--- src/rtl/fetch_unit.sv ---
// Instruction fetch stage: owns the PC, issues icache requests and buffers
// returned words with their PCs in an in-order prefetch FIFO for the scheduler.
module fetch_unit #(
  parameter int                WORD_W     = 32,
  parameter logic [WORD_W-1:0] RESET_PC   = 32'h0000_0000,
  parameter int                FIFO_DEPTH = 4
) (
  input  logic              CLK,
  input  logic              nRST,
  output logic              imemREN,
  output logic [WORD_W-1:0] imemaddr,
  input  logic              ihit,
  input  logic [WORD_W-1:0] imemload,
  input  logic              redirect,
  input  logic [WORD_W-1:0] redirect_pc,
  input  logic              halt,
  output logic              instr_valid,
  output logic [WORD_W-1:0] instr,
  output logic [WORD_W-1:0] instr_pc,
  input  logic              instr_ready
);

  localparam int PTR_W = (FIFO_DEPTH > 1) ? $clog2(FIFO_DEPTH) : 1;
  localparam int CNT_W = PTR_W + 1;
  localparam logic [CNT_W-1:0] DEPTH_C = CNT_W'(FIFO_DEPTH);

  typedef enum logic [1:0] {
    FETCH,
    FULL,
    HALTED
  } state_t;

  state_t            state;
  logic [WORD_W-1:0] pc;
  logic [CNT_W-1:0]  count;
  logic [CNT_W-1:0]  count_next;
  logic [PTR_W-1:0]  rd_ptr;
  logic [PTR_W-1:0]  wr_ptr;
  logic              req_en;
  logic              push;
  logic              pop;
  logic [WORD_W-1:0] mem_instr [FIFO_DEPTH];
  logic [WORD_W-1:0] mem_pc    [FIFO_DEPTH];

  // req_en is the registered permission to fetch; redirect and halt veto it
  // in the same cycle so a coincident hit is never pushed.
  assign imemREN     = req_en & ~redirect & ~halt;
  assign imemaddr    = pc;
  assign push        = imemREN & ihit;
  assign instr_valid = (count != '0);
  assign pop         = instr_valid & instr_ready;
  assign instr       = mem_instr[rd_ptr];
  assign instr_pc    = mem_pc[rd_ptr];
  assign count_next  = count + CNT_W'(push) - CNT_W'(pop);

  always_ff @(posedge CLK or negedge nRST) begin
    if (!nRST) begin
      state  <= FETCH;
      pc     <= RESET_PC;
      count  <= '0;
      rd_ptr <= '0;
      wr_ptr <= '0;
      req_en <= 1'b0;
      for (int i = 0; i < FIFO_DEPTH; i++) begin
        mem_instr[i] <= '0;
        mem_pc[i]    <= '0;
      end
    end else if (redirect) begin
      // Flush everything and restart sequential fetch at the aligned target.
      state  <= FETCH;
      pc     <= {redirect_pc[WORD_W-1:2], 2'b00};
      count  <= '0;
      rd_ptr <= '0;
      wr_ptr <= '0;
      req_en <= 1'b1;
    end else begin
      if (push) begin
        mem_instr[wr_ptr] <= imemload;
        mem_pc[wr_ptr]    <= pc;
        wr_ptr            <= wr_ptr + PTR_W'(1);
        pc                <= pc + WORD_W'(4);
      end
      if (pop) begin
        rd_ptr <= rd_ptr + PTR_W'(1);
      end
      count <= count_next;

      if (halt || state == HALTED) begin
        state  <= HALTED;
        req_en <= 1'b0;
      end else if (state == FULL) begin
        if (pop) begin
          state  <= FETCH;
          req_en <= 1'b1;
        end
      end else if (count_next == DEPTH_C) begin
        state  <= FULL;
        req_en <= 1'b0;
      end else begin
        state  <= FETCH;
        req_en <= 1'b1;
      end
    end
  end

endmodule

--- config.mk ---
export PLATFORM = sky130hd
export DESIGN_NAME = fetch_unit
export DESIGN_NICKNAME = d
export VERILOG_FILES = /design/src/rtl/fetch_unit.sv
export SDC_FILE = /design/constraint.sdc
export NUM_CORES = 1
export LEC_CHECK = 0
export BUFFER_PORTS_ARGS = -buffer_cell sky130_fd_sc_hd__clkbuf_2
export CORE_ASPECT_RATIO = 1.25
export CORE_UTILIZATION = 48
export CTS_BUF_LIST = sky130_fd_sc_hd__clkbuf_2 sky130_fd_sc_hd__clkbuf_4 sky130_fd_sc_hd__clkbuf_8
export DETAILED_ROUTE_END_ITERATION = 12
export GPL_ROUTABILITY_DRIVEN = 0
export PLACE_DENSITY = 0.83
export SETUP_SLACK_MARGIN = 0.15
export SLEW_MARGIN = 20
export SYNTH_ARGS = -nofsm -noshare
export SYNTH_HDL_FRONTEND = slang
export SYNTH_SLANG_ARGS = --single-unit
--- constraint.sdc ---
create_clock -name CLK -period 2.1 [get_ports CLK]
set_input_delay 0.21 -clock CLK [delete_from_list [all_inputs] [get_ports CLK]]
set_output_delay 0.21 -clock CLK [all_outputs]
set_load 0.01 [all_outputs]
==> out/summary.log, run 1 <==
INFO  die            die_h=186.4um
INFO  clock_tree     cts.clk_slew.worst_paths=0.07ns
INFO  timing         period_share=1.077
INFO  layout         final_core_utilization=0.6280
INFO  synthesis      synth_simple_gate_area_share=0.05127
INFO  drt            wl_per_cell=20.99um
INFO  hold_path      hold_class=in2async
INFO  worst_setup_path cell_with_the_biggest_individual_delay_on_the_critical_path=mux4_2
INFO  synthesis      synth.area.mux_share=0.3224
INFO  synthesis      synth_compound_gate_area_share=0.02635
INFO  timing         setup_viol=72
INFO  synthesis      yosysTopAreaCellShare=0.5520
INFO  layout         synthToLayoutAreaGrowth=28.62%
INFO  clock_tree     clock_tree_from_tritoncts=done
INFO  worst_setup_path endpoint_kind=output port
INFO  pwr            p_per_area=1184mW/mm^2
INFO  synthesis      yosys_warnings=0
INFO  drt            avgViaCountPerCell=5.692
INFO  layout         layout.nets=1249
INFO  synthesis      number_of_enable_flip_flop_cells_after_synthesis=0
INFO  worst_setup_path crit_arrival=2.05ns
INFO  die            die_area=0.02787mm^2
INFO  synthesis      synth-xor-area-share=0.009775
INFO  synthesis      netlist_top_cells_count=dfrtp_1, mux2_2, mux4_2, clkbuf_1, nor2_1
INFO  synthesis      netlist_top_cells_area=dfrtp_1, mux2_2, mux4_2
INFO  status         outcome=complete, but fails checks
INFO  synthesis      share_of_synthesized_flip_flops_with_an_asynchronous_set_or_reset=1.000
INFO  timing         slew_viol_final=0
INFO  timing         fin_skew=0.03238ns
INFO  global_routing grt_util_all_layers=0.2360
INFO  global_routing first_global_vias=9489
INFO  place          portBuffers=161
INFO  worst_setup_path critPathMaxFanout=8
INFO  worst_setup_path cp.required=1.89ns
INFO  timing         rsz_0062_raised_after_global_routing=yes
INFO  die            design.core.area=0.02674mm^2
INFO  synthesis      synthesis.instances=881
INFO  drt            num_vias=8823
INFO  synthesis      ys_ff_latch=288
INFO  pwr            ir_worst_vdd=862.3uV
INFO  timing         final-hold-violation-count=0
INFO  timing         post-route-worst-setup-slack=-0.1622ns
INFO  global_routing antenna_found_initial=0
INFO  worst_setup_path crit_path_max_incr_delay=0.55ns
INFO  die            floorplan.die.width=149.5um
INFO  drt            drt-pass1-iter-count=5
INFO  synthesis      adder_and_majority_gate_portion_of_the_synthesized_area=0.008241
INFO  global_routing grt_first_pass_wirelength=50560um
INFO  synthesis      total_standard_cell_area_after_synthesis=0.01306mm^2
INFO  global_routing grt_max_degree=73
INFO  worst_setup_path critPathLaunchType=flop
INFO  drt            totalWireLength=32540um
INFO  synthesis      avgSynthCellArea=14.82um^2
INFO  pwr            power_leakage=7.977nW
INFO  timing         fmax=442.0MHz
INFO  die            num_rows=67
INFO  drt            initialDrtViolationCount=497
INFO  synthesis      postSynth.topFlopCell=dfrtp_1
INFO  clock_tree     cts.path.max_buffers=3
INFO  clock_tree     clock_sink_count=288
INFO  global_routing globalRoute.totalOverflow=0
INFO  synthesis      post-synth-top-count-cell=dfrtp_1
INFO  synthesis      synth.yosys.seq_area_share=0.5520
INFO  die            floorplan.initialDensity=0.4882
INFO  clock_tree     cts-htree-levels=2
INFO  synthesis      yosysTopAreaCell=dfrtp_1
INFO  die            num_io_pins=168
INFO  synthesis      dominant_combinational_cell_family_by_area_after_synthesis=multiplexers
INFO  pwr            total_power_after_layout=19.88mW
INFO  worst_setup_path worstPathCellList=buf_12, buf_16, mux4_2, clkbuf_2
INFO  layout         post_route_cells_drive_above_1_share=0.5560
INFO  clock_tree     clock_insertion_delay_worst_skew=0.57ns
INFO  flow_run       maxCapViolations=0
INFO  status         violated_checks=setup timing
INFO  clock_tree     cts-buffers-inserted=46
INFO  worst_setup_path timing.setup.critical_path_class=reg2out
INFO  place          place.detailed.hpwl=19120um
INFO  synthesis      number_of_distinct_library_cells_after_synthesis=52
INFO  timing         finalWorstPathRequiredPeriod=2.262ns
INFO  drt            post-route-drc-count=0
INFO  layout         antenna-diode-count=0
INFO  clock_tree     clockRootBuffer=clkbuf_8
INFO  drt            number_of_antenna_violating_nets_in_the_routed_design=0
-- power breakdown --
part / leakage [nW] / switching (mW) / internal, mW
sequential: 3.75 / 0.781 / 6.97
combinational: 3.70 / 2.98 / 4.06
clock: 0.529 / 2.18 / 2.91
-- cell usage in the layout, fill, tap and decap left out, types with 3 or more instances in the layout --
master and count:
o21ai_0 16, dfrtp_1 286, ha_1 7, nor2_1 25
mux2_2 248, clkbuf_2 149, nand4_1 9, buf_8 3
a21oi_1 3, dlygate4sd3_1 64, or4_4 11, clkbuf_8 63
conb_1 4, xnor2_1 6, buf_16 8, clkbuf_4 14
nor3_1 3, xor2_1 6, nand2_1 22, or4_1 6
mux4_2 62, clkinv_2 3, o31ai_1 11, a31oi_1 18
or3_1 8, inv_1 11, buf_6 13, nand2_4 4
buf_12 13, nand3_1 11, buf_4 56
-- critical path, delay by kind of cell, from the launching register on --
kind | cells | cell delay (ns)
mux | 1 | 0.55
flops | 1 | 0.46
buf+inv | 3 | 0.48
-- final timing paths --
kind	start	endpoint	slack, ns	depth (start not counted)
max in group asynchronous	nRST	mem_pc[28]	1.19	3
min	nRST	mem_instr[83]	0.18	2
min in group CLK	instr_ready	rd_ptr[0]	0.18	5
max reg2reg	count[2]	req_en	-0.14	9
max	rd_ptr[0]	instr_pc[23]	-0.16	4
min reg2reg	mem_pc[47]	mem_pc[47]	0.50	1
-- logic make-up (layout without fill, tap and decap cells) --
family / count (synthesis) / in the layout
mux: 312 / 312
compound gates: 56 / 56
flops: 288 / 288
fa+ha+maj: 8 / 8
buf+inv: 83 / 403
xor+xnor: 13 / 13
simple gates: 120 / 121
other cells: 1 / 4
-- stage by stage --
| stage | instances | setup slack [ns] | cell area (um^2) | setup TNS, ns | hold slack, ns |
|---|---|---|---|---|---|
| 6_report | 1550 | -0.1622 | 16790 | -7.231 | 0.1826 |
| 5_1_grt | 1550 | -0.2351 | 16790 | -11.72 | 0.1723 |
| 4_1_cts | 1544 | -0.1804 | 16630 | -8.803 | 0.1358 |
| 3_5_place_dp | 1380 | -0.1055 | 14660 | -0.2133 | 0.1679 |
| 3_3_place_gp | 1380 | -0.07510 | 14660 | -0.07510 | 0.1611 |
| 2_1_floorplan | 884 | -0.05332 | 13130 | -0.05332 | -0.08559 |
-- flip-flops by register name (all words and copies together) (netlist names) --
signal,flops
imemaddr,30
count,3
wr_ptr,2
mem_pc,120
mem_instr,128
state,2
req_en,1
rd_ptr,2
-- area by class of cell --
cell class	instances	area, um^2
clock buffer	77	972.2
clock inverter	5	30.03
fill	1862	9948
inverter	12	45.04
multi-input combinational	514	5587
sequential	288	7214
tap	345	431.7
timing repair buffer	309	2514
-- timing repair --
item,in CTS,in global routing
pin swaps,15,16
cloned,8,2
setup buffers,10,4
endpoints found under the setup margin,75,81
hold endpoints to repair,330,0
hold buffers,64,0
gates resized for setup,20,42
-- per-layer routing --
metal  vias up  global-route usage  part of all wire
met5         -                   0                 0
met3        67             0.04841             0.052
li1       3856                   -                 -
met4         0             0.09537             0.033
met1      4611              0.2920              0.40
met2       289              0.4003              0.51
Note: power is estimated with default switching activity, not from simulation.
==> inputs of run 2 (changes only) <==
PLACE_DENSITY = 0.8   (was 0.83)
clock period = 2.2 ns   (was 2.1 ns; I/O delays follow)
==> run 2 against run 1 <==
  * The run still ends with setup timing left
  * Combinational power shrank 4.0%
  * Worst hold slack gained 0.021 ns
  * Non-clock buffer count shrank 3
  * Clock skew shrank 0.0098 ns
  * First-iteration DRC count shrank 23%
  * Die area is the same
  * Sequential share of layout area is essentially flat
  * Worst setup slack gained 0.085 ns
  * Critical path type is now reg2reg
  * Largest cell class unchanged
  * Largest power group unchanged
==> out/summary.log, run 2 (synthesis results as in run 1) <==
INFO  timing         finalWorstPathRequiredPeriod=2.277ns
INFO  timing         fmax=439.1MHz
INFO  pwr            ir_worst_vdd=783.1uV [was 862.3 uV]
INFO  worst_setup_path cp.required=2.67ns [was 1.89 ns]
INFO  timing         transition_time_of_the_tightest_slew_check_pin=0.6231ns
INFO  layout         flip_flop_count_of_the_largest_register_all_copies_and_words_added=128 [unchanged]
INFO  pwr            total_power_after_layout=19.30mW [was 19.88 mW]
INFO  clock_tree     clock_insertion_delay_worst_skew=0.56ns [was 0.57 ns]
INFO  die            num_io_pins=168 [unchanged]
INFO  layout         post_route_cells_drive_above_1_share=0.5498 [was 0.5560]
INFO  timing         setup_viol=49 [was 72]
INFO  timing         fin_skew=0.02255ns [was 0.03238 ns]
INFO  clock_tree     clock_tree_from_tritoncts=done [unchanged]
INFO  global_routing grt_util_all_layers=0.2308 [was 0.2360]
INFO  worst_setup_path cell_with_the_biggest_individual_delay_on_the_critical_path=fa_2 [was mux4_2]
INFO  timing         post-route-worst-setup-slack=-0.07716ns [was -0.1622 ns]
INFO  die            design.core.area=0.02674mm^2 [unchanged]
INFO  timing         final-hold-violation-count=0 [unchanged]
INFO  worst_setup_path cpLargestDelayFamily=adder cells [was multiplexers]
INFO  die            die_area=0.02787mm^2 [unchanged]
INFO  worst_setup_path crit_path_max_incr_delay=0.53ns [was 0.55 ns]
INFO  layout         registers.top_by_ff_count=mem_instr [unchanged]
INFO  worst_setup_path critPathLaunchType=flop [unchanged]
INFO  drt            wl_per_cell=20.53um [was 20.99 um]
INFO  clock_tree     cts.path.max_buffers=3 [unchanged]
INFO  global_routing first_global_vias=9315 [was 9489]
INFO  layout         synthToLayoutAreaGrowth=28.73% [was 28.62%]
INFO  global_routing grt_first_pass_wirelength=49770um [was 50560 um]
INFO  pwr            comb_power_share=0.350 [was 0.354]
INFO  global_routing antenna_found_initial=0 [unchanged]
INFO  worst_setup_path timing.setup.critical_path_class=reg2reg [was reg2out]
INFO  layout         layout.nets=1246 [was 1249]
INFO  timing         rsz_0062_raised_after_global_routing=yes [unchanged]
INFO  worst_setup_path worstPathCellList=o31a_1, ha_1, inv_1, ha_2, inv_2, fa_2, and3b_1, o211ai_1, a21oi_1 [was buf_12, buf_16, mux4_2, clkbuf_2]
INFO  worst_setup_path crit_arrival=2.75ns [was 2.05 ns]
INFO  drt            num_vias=8697 [was 8823]
INFO  timing         slew_viol_final=0 [unchanged]
INFO  drt            post-route-drc-count=0 [unchanged]
INFO  drt            avgViaCountPerCell=5.615 [was 5.692]
INFO  place          dp_worst_setup_slack=-0.06624ns [was -0.1055 ns]
INFO  pwr            switchingPower=5.642mW [was 5.942 mW]
INFO  layout         antenna-diode-count=0 [unchanged]
INFO  pwr            cell_internal_pwr=13.66mW [was 13.94 mW]
INFO  drt            drt-pass1-iter-count=4 [was 5]
INFO  drt            totalWireLength=31810um [was 32540 um]
INFO  pwr            switching_share=0.2924 [was 0.2989]
INFO  drt            initialDrtViolationCount=381 [was 497]
INFO  place          portBuffers=161 [unchanged]
INFO  die            die_h=186.4um [unchanged]
INFO  clock_tree     cts.clk_slew.worst_paths=0.06ns [was 0.07 ns]
INFO  layout         most-common-layout-cells=dfrtp_1, mux2_2, clkbuf_2 [unchanged]
INFO  status         violated_checks=setup timing [unchanged]
INFO  place          place.detailed.hpwl=19140um [was 19120 um]
INFO  global_routing globalRoute.totalOverflow=0 [unchanged]
INFO  pwr            power_leakage=7.983nW [was 7.977 nW]
INFO  pwr            clock_power_share=0.267 [was 0.256]
INFO  layout         layout.cells.most_common=dfrtp_1 [unchanged]
INFO  drt            number_of_antenna_violating_nets_in_the_routed_design=0 [unchanged]
INFO  hold_path      hold_class=in2reg [was in2async]
INFO  clock_tree     clockRootBuffer=clkbuf_8 [unchanged]
INFO  clock_tree     clock_sink_count=288 [unchanged]
INFO  timing         slew_headroom=0.5846
INFO  clock_tree     cts-buffers-inserted=46 [unchanged]
INFO  global_routing grt_max_degree=72 [was 73]
INFO  flow_run       maxCapViolations=0 [unchanged]
INFO  worst_setup_path critPathMaxFanout=2 [was 8]
INFO  timing         fin_worst_hold_slack=0.2040ns [was 0.1826 ns]
INFO  pwr            p_per_area=1148mW/mm^2 [was 1184 mW/mm^2]
INFO  die            floorplan.die.width=149.5um [unchanged]
INFO  pwr            seqPwrFrac=0.383 [was 0.390]
INFO  worst_setup_path path_buf_inv=2 [was 3]
INFO  layout         final_core_utilization=0.6285 [was 0.6280]
INFO  status         outcome=complete, but fails checks [unchanged]
INFO  timing         period_share=1.035
INFO  clock_tree     cts-htree-levels=2 [unchanged]
INFO  worst_setup_path endpoint_kind=flop [was output port]
INFO  die            num_rows=67 [unchanged]
INFO  die            floorplan.initialDensity=0.4882 [unchanged]
[run 2: path summary, 6_finish.rpt]
path                                from             end  slack (ns)  depth (start not counted)
setup / recovery                count[1]        state[0]       -0.08                          9
hold / removal                  redirect        count[1]        0.20                          3
setup reg to reg                count[1]        state[0]       -0.08                          9
hold reg to reg            mem_instr[35]   mem_instr[35]        0.50                          1
max in group asynchronous           nRST   mem_instr[18]        1.21                          3
min in group asynchronous           nRST  mem_instr[121]        0.23                          2
[run 2: final cells by class]
| cell class | count | area (um^2) |
|---|---|---|
| Tap cell | 345 | 431.7 |
| Inverter | 12 | 45.04 |
| Fill cell | 1934 | 9935 |
| Timing Repair Buffer | 306 | 2501 |
| Multi-Input combinational cell | 514 | 5535 |
| Clock buffer | 72 | 965.9 |
| Sequential cell | 288 | 7216 |
| Clock inverter | 12 | 112.6 |
[run 2: worst min-delay path: cells and delay by family]
family / cells / cell delay (ns)
and+or+nand+nor: 1 / 0.13
buffers and inverters: 2 / 0.37
[run 2: power groups by stage]
stage	combinational, mW	sequential, mW	clock (mW)
after floorplan	3.80	7.22	0
after global placement	5.57	7.44	0
after detailed placement	5.73	7.55	0
after CTS	6.24	7.38	5.28
after global routing	7.25	7.57	5.54
final	6.76	7.40	5.14
[run 2: per-stage QoR]
| stage | TNS (ns) | cells | cell area [um^2] |
|---|---|---|---|
| 2_1_floorplan | 0 | 884 | 13080 |
| 3_3_place_gp | 0 | 1379 | 14620 |
| 3_5_place_dp | -0.06624 | 1379 | 14620 |
| 4_1_cts | -2.430 | 1539 | 16500 |
| 5_1_grt | -5.790 | 1549 | 16810 |
| 6_report | -1.451 | 1549 | 16810 |
[run 2: timing repair]
item	4_1_cts	5_1_grt
pin swaps	6	10
hold buffers	64	0
cloned	1	5
resized for setup	7	58
hold endpoints to repair	219	0
buffers inserted	11	5
endpoints found under the setup margin	65	70
[run 2: routing by layer]
layer | part of all wire | wire length (um) | global-route usage
met5 | 0 | 0 | 0
met4 | 0.028 | 897 | 0.08634
met3 | 0.053 | 1685 | 0.04108
met2 | 0.51 | 16180 | 0.3910
met1 | 0.41 | 13040 | 0.2930
==> inputs of run 3 (changes only) <==
CTS_BUF_LIST = default   (was sky130_fd_sc_hd__clkbuf_2 sky130_fd_sc_hd__clkbuf_4 sky130_fd_sc_hd__clkbuf_8)
==> run 3 against run 2 <==
  * The run still ends with setup timing left
  * Largest cell class unchanged
  * Critical endpoint is now instr_pc[10]
  * Critical path type is now reg2out
  * Worst setup slack better by 0.033 ns
  * Largest power group unchanged
  * Cell area about the same
  * Final cell count is 2.1% lower
  * Count of clock-buffer cells in the layout down 32
==> out/summary.log, run 3 (synthesis results as in run 1) <==
INFO  drt            avgViaCountPerCell=5.685 [was 5.615]
INFO  worst_setup_path cpLargestDelayFamily=multiplexers [was adder cells]
INFO  global_routing grt_first_pass_wirelength=49340um [was 49770 um]
INFO  worst_setup_path crit_arrival=2.02ns [was 2.75 ns]
INFO  worst_setup_path cp.required=1.98ns [was 2.67 ns]
INFO  layout         layout.nets=1228 [was 1246]
INFO  layout         flip_flop_count_of_the_largest_register_all_copies_and_words_added=128 [unchanged]
INFO  place          placedCellCount=1379 [unchanged]
INFO  worst_setup_path critPathLaunchType=flop [unchanged]
INFO  drt            num_vias=8624 [was 8697]
INFO  worst_setup_path critPathMaxFanout=8 [was 2]
INFO  place          dp_worst_setup_slack=-0.06624ns [unchanged]
INFO  drt            number_of_antenna_violating_nets_in_the_routed_design=0 [unchanged]
INFO  worst_setup_path worstSetupPathDepth=4 [was 9]
INFO  global_routing grt_max_degree=72 [unchanged]
INFO  timing         fmax=445.5MHz [was 439.1 MHz]
INFO  drt            drt-pass1-iter-count=4 [unchanged]
INFO  worst_setup_path path_buf_inv=3 [was 2]
INFO  flow_run       maxCapViolations=0 [unchanged]
INFO  worst_setup_path cell_with_the_biggest_individual_delay_on_the_critical_path=mux4_2 [was fa_2]
INFO  timing         fin_tns_setup=-0.5873ns [was -1.451 ns]
INFO  die            die_area=0.02787mm^2 [unchanged]
INFO  status         outcome=complete, but fails checks [unchanged]
INFO  layout         antenna-diode-count=0 [unchanged]
INFO  timing         slew_headroom=0.5879 [was 0.5846]
INFO  clock_tree     clock_insertion_delay_worst_skew=0.54ns [was 0.56 ns]
INFO  clock_tree     cts-buffers-inserted=29 [was 46]
INFO  timing         final-hold-violation-count=0 [unchanged]
INFO  die            num_rows=67 [unchanged]
INFO  place          portBuffers=161 [unchanged]
INFO  timing         finalWorstPathRequiredPeriod=2.245ns [was 2.277 ns]
INFO  layout         instances_no_fill=1517 [was 1549]
INFO  worst_setup_path r2r.worst_path.cells=9 [unchanged]
INFO  die            num_io_pins=168 [unchanged]
INFO  clock_tree     cts.clk_slew.worst_paths=0.06ns [about the same]
INFO  hold_path      hold_class=in2async [was in2reg]
INFO  timing         fin_skew=0.01203ns [was 0.02255 ns]
INFO  clock_tree     clockRootBuffer=clkbuf_16 [was clkbuf_8]
INFO  timing         transition_time_of_the_tightest_slew_check_pin=0.6182ns [was 0.6231 ns]
INFO  timing         post-route-worst-setup-slack=-0.04456ns [was -0.07716 ns]
INFO  die            floorplan.initialDensity=0.4882 [unchanged]
INFO  worst_setup_path timing.rr.end=state[0] [unchanged]
INFO  layout         registers.top_by_ff_count=mem_instr [unchanged]
INFO  die            floorplan.die.width=149.5um [unchanged]
INFO  worst_setup_path rr_startpoint=count[1] [unchanged]
INFO  drt            post-route-drc-count=0 [unchanged]
INFO  drt            wl_per_cell=20.70um [was 20.53 um]
INFO  clock_tree     clock_sink_count=288 [unchanged]
INFO  timing         setup_viol=32 [was 49]
INFO  layout         layout.cells.most_common=dfrtp_1 [unchanged]
INFO  pwr            ir_worst_vdd=753.6uV [was 783.1 uV]
INFO  timing         slew_viol_final=0 [unchanged]
INFO  drt            totalWireLength=31400um [was 31810 um]
INFO  global_routing grt_util_all_layers=0.2274 [was 0.2308]
INFO  worst_setup_path worst-r2r-setup-slack=-0.04ns [was -0.08 ns]
INFO  layout         most-common-layout-cells=dfrtp_1, mux2_2, clkbuf_2 [unchanged]
INFO  worst_setup_path endpoint_kind=output port [was flop]
INFO  drt            initialDrtViolationCount=485 [was 381]
INFO  layout         synthToLayoutAreaGrowth=28.75% [was 28.73%]
INFO  global_routing globalRoute.totalOverflow=0 [unchanged]
INFO  timing         period_share=1.020 [was 1.035]
INFO  global_routing antenna_found_initial=0 [unchanged]
INFO  worst_setup_path crit_path_max_incr_delay=0.54ns [was 0.53 ns]
INFO  die            die_h=186.4um [unchanged]
INFO  timing         rsz_0062_raised_after_global_routing=yes [unchanged]
INFO  place          place.detailed.hpwl=19140um [unchanged]
INFO  pwr            p_per_area=1167mW/mm^2 [was 1148 mW/mm^2]
INFO  clock_tree     cts-htree-levels=1 [was 2]
INFO  worst_setup_path timing.setup.critical_path_class=reg2out [was reg2reg]
INFO  pwr            power_leakage=7.928nW [was 7.983 nW]
INFO  clock_tree     clock_tree_from_tritoncts=done [unchanged]
INFO  status         violated_checks=setup timing [unchanged]
INFO  layout         post_route_cells_drive_above_1_share=0.5367 [was 0.5498]
INFO  global_routing first_global_vias=9100 [was 9315]
INFO  worst_setup_path worstPathCellList=buf_12, buf_16, mux4_2, clkbuf_2 [was o31a_1, ha_1, inv_1, ha_2, inv_2, fa_2, and3b_1, o211ai_1, a21oi_1]
INFO  clock_tree     cts.path.max_buffers=3 [unchanged]
INFO  die            design.core.area=0.02674mm^2 [unchanged]
run 3: metrics by stage:
stage	instance area (um^2)	util	hold slack (ns)	total power, mW
after floorplan	13080	-	-0.07559	11.01
after global placement	14620	0.5467	0.2398	13.01
after detailed placement	14620	0.5467	0.2432	13.28
after CTS	16490	0.6168	0.1962	19.12
after global routing	16810	0.6286	0.2339	20.67
final	16810	0.6286	0.2288	19.62
run 3: final cells by class:
type | count | area [um^2]
clock buffer | 40 | 857.1
clock inverter | 13 | 203.9
fill | 1900 | 9932
inverter | 12 | 45.04
multi-input combinational | 513 | 5537
sequential | 288 | 7216
tap | 345 | 431.7
timing repair buffer | 306 | 2520
run 3: metal layers:
| metal | share of wire | wire (um) | track usage | vias up |
|---|---|---|---|---|
| li1 | - | - | - | 3821 |
| met1 | 0.41 | 12950 | 0.2988 | 4481 |
| met2 | 0.51 | 15940 | 0.3925 | 265 |
| met3 | 0.056 | 1765 | 0.03399 | 57 |
| met4 | 0.024 | 748 | 0.05651 | 0 |
| met5 | 0 | 0 | 0 | - |
run 3: how the worst max path moves through the flow:
| stage | start | to | slack (ns) |
|---|---|---|---|
| 3_5_place_dp | count[2] | state[0] | -0.07 |
| 2_1_floorplan | count[1] | state[0] | 0.05 |
| 4_1_cts | rd_ptr[0] | instr_pc[29] | -0.04 |
| 3_3_place_gp | count[2] | state[0] | 0.01 |
| 6_report | rd_ptr[0] | instr_pc[10] | -0.04 |
| 5_1_grt | count[1] | state[0] | -0.14 |
run 3: power by group:
part,internal (mW),switching [mW]
Clock,3.30,2.03
Combinational,4.06,2.83
Sequential,6.65,0.745
run 3: repair_timing:
action	CTS	global route
hold endpoints to repair	219	0
hold buffers	64	0
cloned	1	4
resized for setup	8	61
setup endpoints to repair	65	73
buffers inserted	11	5
pin swaps	6	9
